[src/rtl/dct_1d_mac_engine.sv]
// dct_1d_mac_engine
//   N-point 1-D DCT/IDCT engine: y = C*x (mode 0) or y = C^T*x (mode 1).
//   The coefficient matrix is loadable at run time. LANES MACs are time-multiplexed
//   over N/LANES passes of N cycles each.
//   Optional feature macro: DCT_SAT_EN. When it is defined, results clamp to the
//   DATA_WIDTH signed range. When it is undefined, results wrap in two's complement.
module dct_1d_mac_engine #(
    parameter int N           = 8,
    parameter int DATA_WIDTH  = 16,
    parameter int COEFF_WIDTH = 16,
    parameter int COEFF_FRAC  = 14,
    parameter int LANES       = 2,
    localparam int AW         = $clog2(N * N)
) (
    input  logic                      clk,
    input  logic                      reset_n,
    input  logic                      in_valid,
    output logic                      in_ready,
    input  logic                      mode_sel,
    input  logic [N*DATA_WIDTH-1:0]   x_vec,
    input  logic                      coeff_we,
    input  logic [AW-1:0]             coeff_addr,
    input  logic [COEFF_WIDTH-1:0]    coeff_wdata,
    output logic                      coeff_err,
    output logic [N*DATA_WIDTH-1:0]   y_vec,
    output logic                      out_valid,
    input  logic                      out_ready,
    output logic                      busy
);

    localparam int PROD_W = DATA_WIDTH + COEFF_WIDTH;
    localparam int NW     = $clog2(N);
    localparam int ACC_W  = PROD_W + NW;
    localparam int SUM_W  = ACC_W + 1;
    localparam int PASSES = N / LANES;
    localparam int PW     = (PASSES > 1) ? $clog2(PASSES) : 1;

    localparam logic signed [SUM_W-1:0] ROUND = SUM_W'(64'sd1 <<< (COEFF_FRAC - 1));
`ifdef DCT_SAT_EN
    localparam logic signed [SUM_W-1:0] SAT_MAX = SUM_W'((64'sd1 <<< (DATA_WIDTH - 1)) - 64'sd1);
    localparam logic signed [SUM_W-1:0] SAT_MIN = SUM_W'(-(64'sd1 <<< (DATA_WIDTH - 1)));
`endif

    typedef enum logic [1:0] {
        S_IDLE    = 2'd0,
        S_COMPUTE = 2'd1,
        S_DONE    = 2'd2
    } state_t;

    state_t                         state_q, state_d;
    logic                           in_ready_q, in_ready_d;
    logic                           out_valid_q, out_valid_d;
    logic                           busy_q, busy_d;
    logic                           coeff_err_q, coeff_err_d;
    logic                           flush_q, flush_d;
    logic                           mode_q, mode_d;
    logic [NW-1:0]                  n_q, n_d;
    logic [PW-1:0]                  pass_q, pass_d;
    logic signed [DATA_WIDTH-1:0]   x_q [N];
    logic signed [DATA_WIDTH-1:0]   x_d [N];
    logic signed [COEFF_WIDTH-1:0]  coeff_q [N*N];
    logic signed [COEFF_WIDTH-1:0]  coeff_d [N*N];
    logic signed [ACC_W-1:0]        acc_q [LANES];
    logic signed [ACC_W-1:0]        acc_d [LANES];
    logic signed [DATA_WIDTH-1:0]   y_q [N];
    logic signed [DATA_WIDTH-1:0]   y_d [N];

    logic signed [PROD_W-1:0]       lane_prod [LANES];
    logic                           y_we;
    logic [PW-1:0]                  wr_pass;

    // Round half up, then arithmetic shift out the fraction, then reduce to DATA_WIDTH.
    function automatic logic signed [DATA_WIDTH-1:0] round_sat(input logic signed [ACC_W-1:0] a);
        logic signed [SUM_W-1:0] s;
        s = {a[ACC_W-1], a} + ROUND;
        s = s >>> COEFF_FRAC;
`ifdef DCT_SAT_EN
        if (s > SAT_MAX) begin
            return SAT_MAX[DATA_WIDTH-1:0];
        end else if (s < SAT_MIN) begin
            return SAT_MIN[DATA_WIDTH-1:0];
        end
        return s[DATA_WIDTH-1:0];
`else
        return s[DATA_WIDTH-1:0];
`endif
    endfunction

    genvar gi;

    // Each lane works on output k = pass*LANES + lane. It reads C[k][n] or C[n][k].
    generate
        for (gi = 0; gi < LANES; gi++) begin : g_lane
            logic [AW-1:0] c_idx;

            // Select the coefficient address for this lane in row-major order.
            always_comb begin
                if (mode_q) begin
                    c_idx = AW'(int'(n_q) * N + int'(pass_q) * LANES + gi);
                end else begin
                    c_idx = AW'((int'(pass_q) * LANES + gi) * N + int'(n_q));
                end
            end

            assign lane_prod[gi] = PROD_W'(x_q[n_q]) * PROD_W'(coeff_q[c_idx]);
        end

        for (gi = 0; gi < N; gi++) begin : g_yout
            assign y_vec[gi*DATA_WIDTH +: DATA_WIDTH] = y_q[gi];
        end
    endgenerate

    // Next-state logic covers the FSM, the MAC accumulation, result writeback and coefficient writes.
    // The accumulators of one pass are converted to results on the first cycle of the next pass.
    // A final flush cycle converts the last pass.
    always_comb begin
        state_d     = state_q;
        in_ready_d  = in_ready_q;
        out_valid_d = out_valid_q;
        busy_d      = busy_q;
        coeff_err_d = 1'b0;
        flush_d     = flush_q;
        mode_d      = mode_q;
        n_d         = n_q;
        pass_d      = pass_q;
        x_d         = x_q;
        coeff_d     = coeff_q;
        acc_d       = acc_q;
        y_d         = y_q;
        y_we        = 1'b0;
        wr_pass     = pass_q;

        // Coefficient updates are only allowed while no block is being computed.
        if (coeff_we) begin
            if (state_q == S_COMPUTE) begin
                coeff_err_d = 1'b1;
            end else begin
                coeff_d[coeff_addr] = coeff_wdata;
            end
        end

        case (state_q)
            S_IDLE: begin
                if (in_valid) begin
                    for (int i = 0; i < N; i++) begin
                        x_d[i] = x_vec[i*DATA_WIDTH +: DATA_WIDTH];
                    end
                    mode_d     = mode_sel;
                    n_d        = '0;
                    pass_d     = '0;
                    flush_d    = 1'b0;
                    state_d    = S_COMPUTE;
                    in_ready_d = 1'b0;
                    busy_d     = 1'b1;
                end
            end

            S_COMPUTE: begin
                if (flush_q) begin
                    y_we        = 1'b1;
                    wr_pass     = pass_q;
                    flush_d     = 1'b0;
                    state_d     = S_DONE;
                    busy_d      = 1'b0;
                    out_valid_d = 1'b1;
                end else begin
                    for (int l = 0; l < LANES; l++) begin
                        if (n_q == '0) begin
                            acc_d[l] = ACC_W'(lane_prod[l]);
                        end else begin
                            acc_d[l] = acc_q[l] + ACC_W'(lane_prod[l]);
                        end
                    end
                    if ((n_q == '0) && (pass_q != '0)) begin
                        y_we    = 1'b1;
                        wr_pass = pass_q - PW'(1);
                    end
                    if (n_q == NW'(N - 1)) begin
                        n_d = '0;
                        if (pass_q == PW'(PASSES - 1)) begin
                            flush_d = 1'b1;
                        end else begin
                            pass_d = pass_q + PW'(1);
                        end
                    end else begin
                        n_d = n_q + NW'(1);
                    end
                end
            end

            S_DONE: begin
                if (out_ready) begin
                    state_d     = S_IDLE;
                    out_valid_d = 1'b0;
                    in_ready_d  = 1'b1;
                end
            end

            default: begin
                state_d     = S_IDLE;
                in_ready_d  = 1'b1;
                out_valid_d = 1'b0;
                busy_d      = 1'b0;
            end
        endcase

        if (y_we) begin
            for (int l = 0; l < LANES; l++) begin
                y_d[NW'(int'(wr_pass) * LANES + l)] = round_sat(acc_q[l]);
            end
        end
    end

    // State and registered outputs. Reset discards any block in flight and clears the matrix.
    always_ff @(posedge clk or negedge reset_n) begin
        if (!reset_n) begin
            state_q     <= S_IDLE;
            in_ready_q  <= 1'b1;
            out_valid_q <= 1'b0;
            busy_q      <= 1'b0;
            coeff_err_q <= 1'b0;
            flush_q     <= 1'b0;
            mode_q      <= 1'b0;
            n_q         <= '0;
            pass_q      <= '0;
            for (int i = 0; i < N; i++) begin
                x_q[i] <= '0;
                y_q[i] <= '0;
            end
            for (int i = 0; i < N * N; i++) begin
                coeff_q[i] <= '0;
            end
            for (int l = 0; l < LANES; l++) begin
                acc_q[l] <= '0;
            end
        end else begin
            state_q     <= state_d;
            in_ready_q  <= in_ready_d;
            out_valid_q <= out_valid_d;
            busy_q      <= busy_d;
            coeff_err_q <= coeff_err_d;
            flush_q     <= flush_d;
            mode_q      <= mode_d;
            n_q         <= n_d;
            pass_q      <= pass_d;
            x_q         <= x_d;
            y_q         <= y_d;
            coeff_q     <= coeff_d;
            acc_q       <= acc_d;
        end
    end

    assign in_ready  = in_ready_q;
    assign out_valid = out_valid_q;
    assign busy      = busy_q;
    assign coeff_err = coeff_err_q;

endmodule

[config.mk]
export PLATFORM = sky130hd
export DESIGN_NAME = dct_1d_mac_engine
export DESIGN_NICKNAME = d
export VERILOG_FILES = /design/src/rtl/dct_1d_mac_engine.sv
export SDC_FILE = /design/constraint.sdc
export NUM_CORES = 2
export LEC_CHECK = 0
export BUFFER_PORTS_ARGS = -buffer_cell sky130_fd_sc_hd__buf_4
export CORE_MARGIN = 2
export CORE_UTILIZATION = 44
export CTS_BUF_LIST = sky130_fd_sc_hd__clkbuf_8
export DETAILED_ROUTE_END_ITERATION = 8
export GPL_ROUTABILITY_DRIVEN = 1
export GPL_TIMING_DRIVEN = 0
export PLACE_DENSITY_LB_ADDON = 0.15
export RECOVER_POWER = 25
export REMOVE_ABC_BUFFERS = 1
export SLEW_MARGIN = 20
export SYNTH_ARGS = -nofsm -noshare
export SYNTH_HDL_FRONTEND = slang
export SYNTH_SLANG_ARGS = --single-unit
[constraint.sdc]
create_clock -name clk -period 32.3 [get_ports clk]
set_input_delay 3.23 -clock clk [delete_from_list [all_inputs] [get_ports clk]]
set_output_delay 3.23 -clock clk [all_outputs]
set_load 0.02 [all_outputs]
==> run_summary.xml <==
<?xml version="1.0" encoding="UTF-8"?>
<metrics>
  <group name="worst_setup_path">
    <metric name="critical_path.startpoint_type" unit="">register</metric>
    <metric name="r2r-start" unit="">n_q[0]$_DFFE_PN0P_</metric>
    <metric name="timing.critical_path.required" unit="ns">33.16</metric>
    <metric name="slowest_delay" unit="ns">2.77</metric>
    <metric name="timing.critical_path.mode_cell" unit="">fa_1</metric>
    <metric name="crit_type" unit="">register to register</metric>
    <metric name="timing.reg2reg.setup_slack" unit="ns">12.76</metric>
    <metric name="cpMaxStageDelayCell" unit="">clkinvlp_2</metric>
    <metric name="sort_of_element_at_the_end_of_the_critical_path" unit="">register</metric>
    <metric name="worst_r2r_endpoint" unit="">acc_q[64]$_DFFE_PN0P_</metric>
    <metric name="cp.arrival" unit="ns">20.40</metric>
    <metric name="path_max_fanout" unit="">54</metric>
    <metric name="reg2reg_path_depth" unit="">38</metric>
  </group>
  <group name="synthesis">
    <metric name="yosysSeqAreaShare" unit="%">37.6</metric>
    <metric name="synth_compound_gate_area_share" unit="%">9.75</metric>
    <metric name="synth_simple_gate_area_share" unit="%">11.7</metric>
    <metric name="synth-edff-count" unit="">0</metric>
    <metric name="synth_xor_xnor_area_share" unit="%">1.52</metric>
    <metric name="syn_inst" unit="">8908</metric>
    <metric name="yosys.cell_types.count" unit="">88</metric>
    <metric name="ys.flop_type" unit="">dfrtp_1</metric>
    <metric name="postSynth.asyncResetShare" unit="%">100</metric>
    <metric name="syn-cell-area" unit="mm^2">0.0901</metric>
    <metric name="largest_family_of_logic_cells_by_synthesized_area" unit="">multiplexers</metric>
    <metric name="synth_fa_ha_area_share" unit="%">14.2</metric>
    <metric name="mean_instance_size_in_the_synthesized_netlist" unit="um^2">10.1</metric>
    <metric name="synth_mux_area_share" unit="%">19.3</metric>
    <metric name="synth_warnings" unit="">0</metric>
    <metric name="synthesis_stage_register_bit_count" unit="">1353</metric>
  </group>
  <group name="grt">
    <metric name="global_route.overflow_total" unit="">0</metric>
    <metric name="grt_pass1_wl" unit="um">438000</metric>
    <metric name="grt_pass1_vias" unit="">70516</metric>
    <metric name="grt_antenna_before_repair" unit="">15</metric>
    <metric name="grt_start_max_net_pins" unit="">141</metric>
    <metric name="groute.usage.overall" unit="%">27.5</metric>
  </group>
  <group name="final_layout">
    <metric name="area_delta_synth_final" unit="%">14.7</metric>
    <metric name="finish.cell_count_without_fillers" unit="">11836</metric>
    <metric name="num-fill-cells" unit="">18493</metric>
    <metric name="post_layout_util" unit="%">50.6</metric>
    <metric name="fin_nets" unit="">9817</metric>
    <metric name="drive_gt1_share" unit="%">26.1</metric>
    <metric name="multi_input_logic_area" unit="mm^2">0.0519</metric>
    <metric name="sequential_cell_area" unit="mm^2">0.0339</metric>
  </group>
  <group name="floorplanning">
    <metric name="dieArea" unit="mm^2">0.208</metric>
    <metric name="count_of_standard_cell_rows" unit="">166</metric>
    <metric name="floorplan.die.height" unit="um">457</metric>
    <metric name="die-width" unit="um">457</metric>
    <metric name="floorplan.initialDensity" unit="%">44.1</metric>
    <metric name="core-area" unit="mm^2">0.204</metric>
    <metric name="top_level_ports" unit="">288</metric>
  </group>
  <group name="sta">
    <metric name="finalSetupViolCount" unit="">0</metric>
    <metric name="final.min_clock_period" unit="ns">19.54</metric>
    <metric name="setup_repair_after_global_routing_missed_its_margin" unit="">no</metric>
    <metric name="holdWs" unit="ns">0.374</metric>
    <metric name="skew" unit="ns">0.128</metric>
    <metric name="max_slew_margin" unit="%">-391</metric>
    <metric name="finalMaxSlewViolations" unit="">767</metric>
    <metric name="timing_hold_violations_final" unit="">0</metric>
    <metric name="timing.final.crit_share" unit="%">60.5</metric>
    <metric name="tightest_slew" unit="ns">7.37</metric>
    <metric name="fmax" unit="GHz">0.0512</metric>
    <metric name="final_total_negative_setup_slack" unit="ns">0</metric>
  </group>
  <group name="clock_tree">
    <metric name="cts-root-buf" unit="">clkbuf_8</metric>
    <metric name="h_tree_lvl_count" unit="">4</metric>
    <metric name="clock_transition_at_the_registers_of_the_reported_paths" unit="ns">0.06</metric>
    <metric name="postCtsSetupRepairBufs" unit="">0</metric>
    <metric name="cts_inserted_buffers" unit="">239</metric>
    <metric name="cts_buffer_depth" unit="">3</metric>
    <metric name="cts_tree" unit="">yes</metric>
    <metric name="ctsResizeCount" unit="">0</metric>
    <metric name="cts_hold_buf" unit="">0</metric>
    <metric name="clk-insertion-delay-late" unit="ns">1.06</metric>
    <metric name="cts_sinks" unit="">1353</metric>
  </group>
  <group name="status">
    <metric name="violations" unit="">capacitance limit, slew limit</metric>
    <metric name="run_status" unit="">complete, but fails checks</metric>
  </group>
  <group name="detailed_routing">
    <metric name="ant_nets" unit="">0</metric>
    <metric name="detail_route.vias_per_cell" unit="">5.80</metric>
    <metric name="wl_per_cell" unit="um">24.3</metric>
    <metric name="dr.first_iter.drc_count" unit="">5256</metric>
    <metric name="finalWirelength" unit="um">287000</metric>
    <metric name="via_count" unit="">68658</metric>
    <metric name="firstDrtPassIters" unit="">7</metric>
    <metric name="post-route-drc-count" unit="">0</metric>
  </group>
  <group name="min_path">
    <metric name="worst_hold_path.num_cells" unit="">0</metric>
    <metric name="min-delay-start" unit="">y_vec[123]$_DFFE_PN0P_</metric>
    <metric name="whs_endpoint" unit="">y_vec[123]$_DFFE_PN0P_</metric>
    <metric name="holdCritPathClass" unit="">register to register</metric>
  </group>
  <group name="placement">
    <metric name="globalplace.congestion" unit="">0.859</metric>
    <metric name="dp.cells" unit="">11381</metric>
    <metric name="io_buffer_count" unit="">287</metric>
    <metric name="dp_hpwl" unit="um">197000</metric>
  </group>
  <group name="job">
    <metric name="maxCapViolCount" unit="">10</metric>
  </group>
</metrics>
worst max-delay path: cells and delay by family (launching register included):
family	cells	cell delay [ns]
xor gates and xnor gates	1	0.26
and+or+nand+nor	4	1.56
DFF	1	0.83
adders and majority gates	8	3.59
muxes	2	0.73
buffers and inverters	9	8.17
AOI/OAI and AO/OA	14	3.99
logic make-up after synthesis:
family	count (synthesis)
and+or+nand+nor	2492
muxes	1459
AOI/OAI and AO/OA	1382
DFF	1353
buffers and inverters	1339
adders and majority gates	727
xor gates and xnor gates	156
state kept, by name (all words and copies together), names as in the netlist, 2 cells and up:
register  flops
pass_q        2
n_q           3
coeff_q    1024
state_q       2
x_q         128
y_vec       128
acc_q        60
cells in the final DEF (no fill, tap or decap), drive strengths merged, types with 14 or more instances in the layout:
| master | n |
|---|---|
| dfrtp | 1352 |
| mux2 | 1190 |
| nand2 | 1094 |
| nor2 | 835 |
| inv | 721 |
| fa | 498 |
| buf | 477 |
| o21ai | 338 |
| clkbuf | 325 |
| a21oi | 305 |
| ha | 229 |
| nand3 | 169 |
| a31oi | 167 |
| mux2i | 166 |
| or2 | 115 |
| o22ai | 107 |
| mux4 | 103 |
| xnor2 | 97 |
| o21a | 80 |
| a311oi | 77 |
| and2 | 77 |
| o221ai | 68 |
| and3 | 65 |
| xor2 | 59 |
| a21o | 55 |
| nand2b | 45 |
| clkinv | 36 |
| a211oi | 32 |
| nor2b | 23 |
| o211ai | 22 |
| nor3 | 21 |
| o311ai | 19 |
| o21bai | 15 |
| diode | 14 |
| nand4 | 14 |
how the worst max path moves through the flow:
stage	startpoint	endpoint	cells past startpoint
floorplan	n_q[0]$_DFFE_PN0P_	acc_q[29]$_DFFE_PN0P_	41
global route	reset_n	coeff_q[491]$_DFFE_PN0P_	3
global placement	n_q[0]$_DFFE_PN0P_	acc_q[29]$_DFFE_PN0P_	36
CTS	n_q[0]$_DFFE_PN0P_	acc_q[29]$_DFFE_PN0P_	45
detailed placement	n_q[0]$_DFFE_PN0P_	acc_q[29]$_DFFE_PN0P_	45
finish	n_q[0]$_DFFE_PN0P_	acc_q[64]$_DFFE_PN0P_	38
synth_stat cells (all sizes together), types with 7 or more instances:
cell	instances	area share (%)
inv	625	2.6
o21a	80	0.67
o311ai	19	0.18
a21oi	305	1.7
nand2b	45	0.31
o211ai	22	0.18
nor3b	7	0.058
mux4	103	2.6
o221ai	68	0.66
o21bai	15	0.12
o21ai	338	1.9
nand4	14	0.097
o31ai	12	0.11
dfrtp	1352	38
a221o	8	0.089
mux2i	166	1.9
o22ai	107	0.74
a311oi	77	0.75
nor2	835	3.5
and3	65	0.45
xnor2	97	0.94
nand2	1094	4.6
nand3	169	0.94
a31oi	167	1.2
nor2b	23	0.16
nor3	21	0.12
a22oi	11	0.092
clkbuf	475	2.0
xor2	59	0.57
or2	115	0.80
mux2	1190	15
a21boi	7	0.058
buf	238	1.3
a211oi	32	0.27
fa	498	11
o2111ai	7	0.068
ha	229	3.2
and2	77	0.53
a21o	55	0.46
per-stage QoR:
step	area [um^2]	setup WS [ns]
after floorplan	87200	8.97
after global placement	92700	-9.39
after detailed placement	98700	19.10
after CTS	104000	19.09
after global routing	103000	10.13
final	103000	12.76
layout make-up:
type / count / area share (%)
Multi-Input combinational cell: 6216 / 50.2
Sequential cell: 1353 / 32.8
Clock inverter: 137 / 0.815
Tap cell: 2688 / 3.25
Antenna cell: 14 / 0.0339
Timing Repair Buffer: 498 / 6.55
Clock buffer: 304 / 4.05
Inverter: 626 / 2.28
metal layers:
metal / wire length, um / vias to the layer above / track usage (%)
met3: 17900 / 683 / 4.41
met1: 117000 / 35143 / 35.1
li1: - / 30407 / -
met2: 136000 / 2421 / 45.0
met5: 27 / - / 0
met4: 15700 / 4 / 14.2
Power is left out: the tool's default activity adds up to more than one toggle a clock period on the data nets, which glitch-free logic cannot reach.
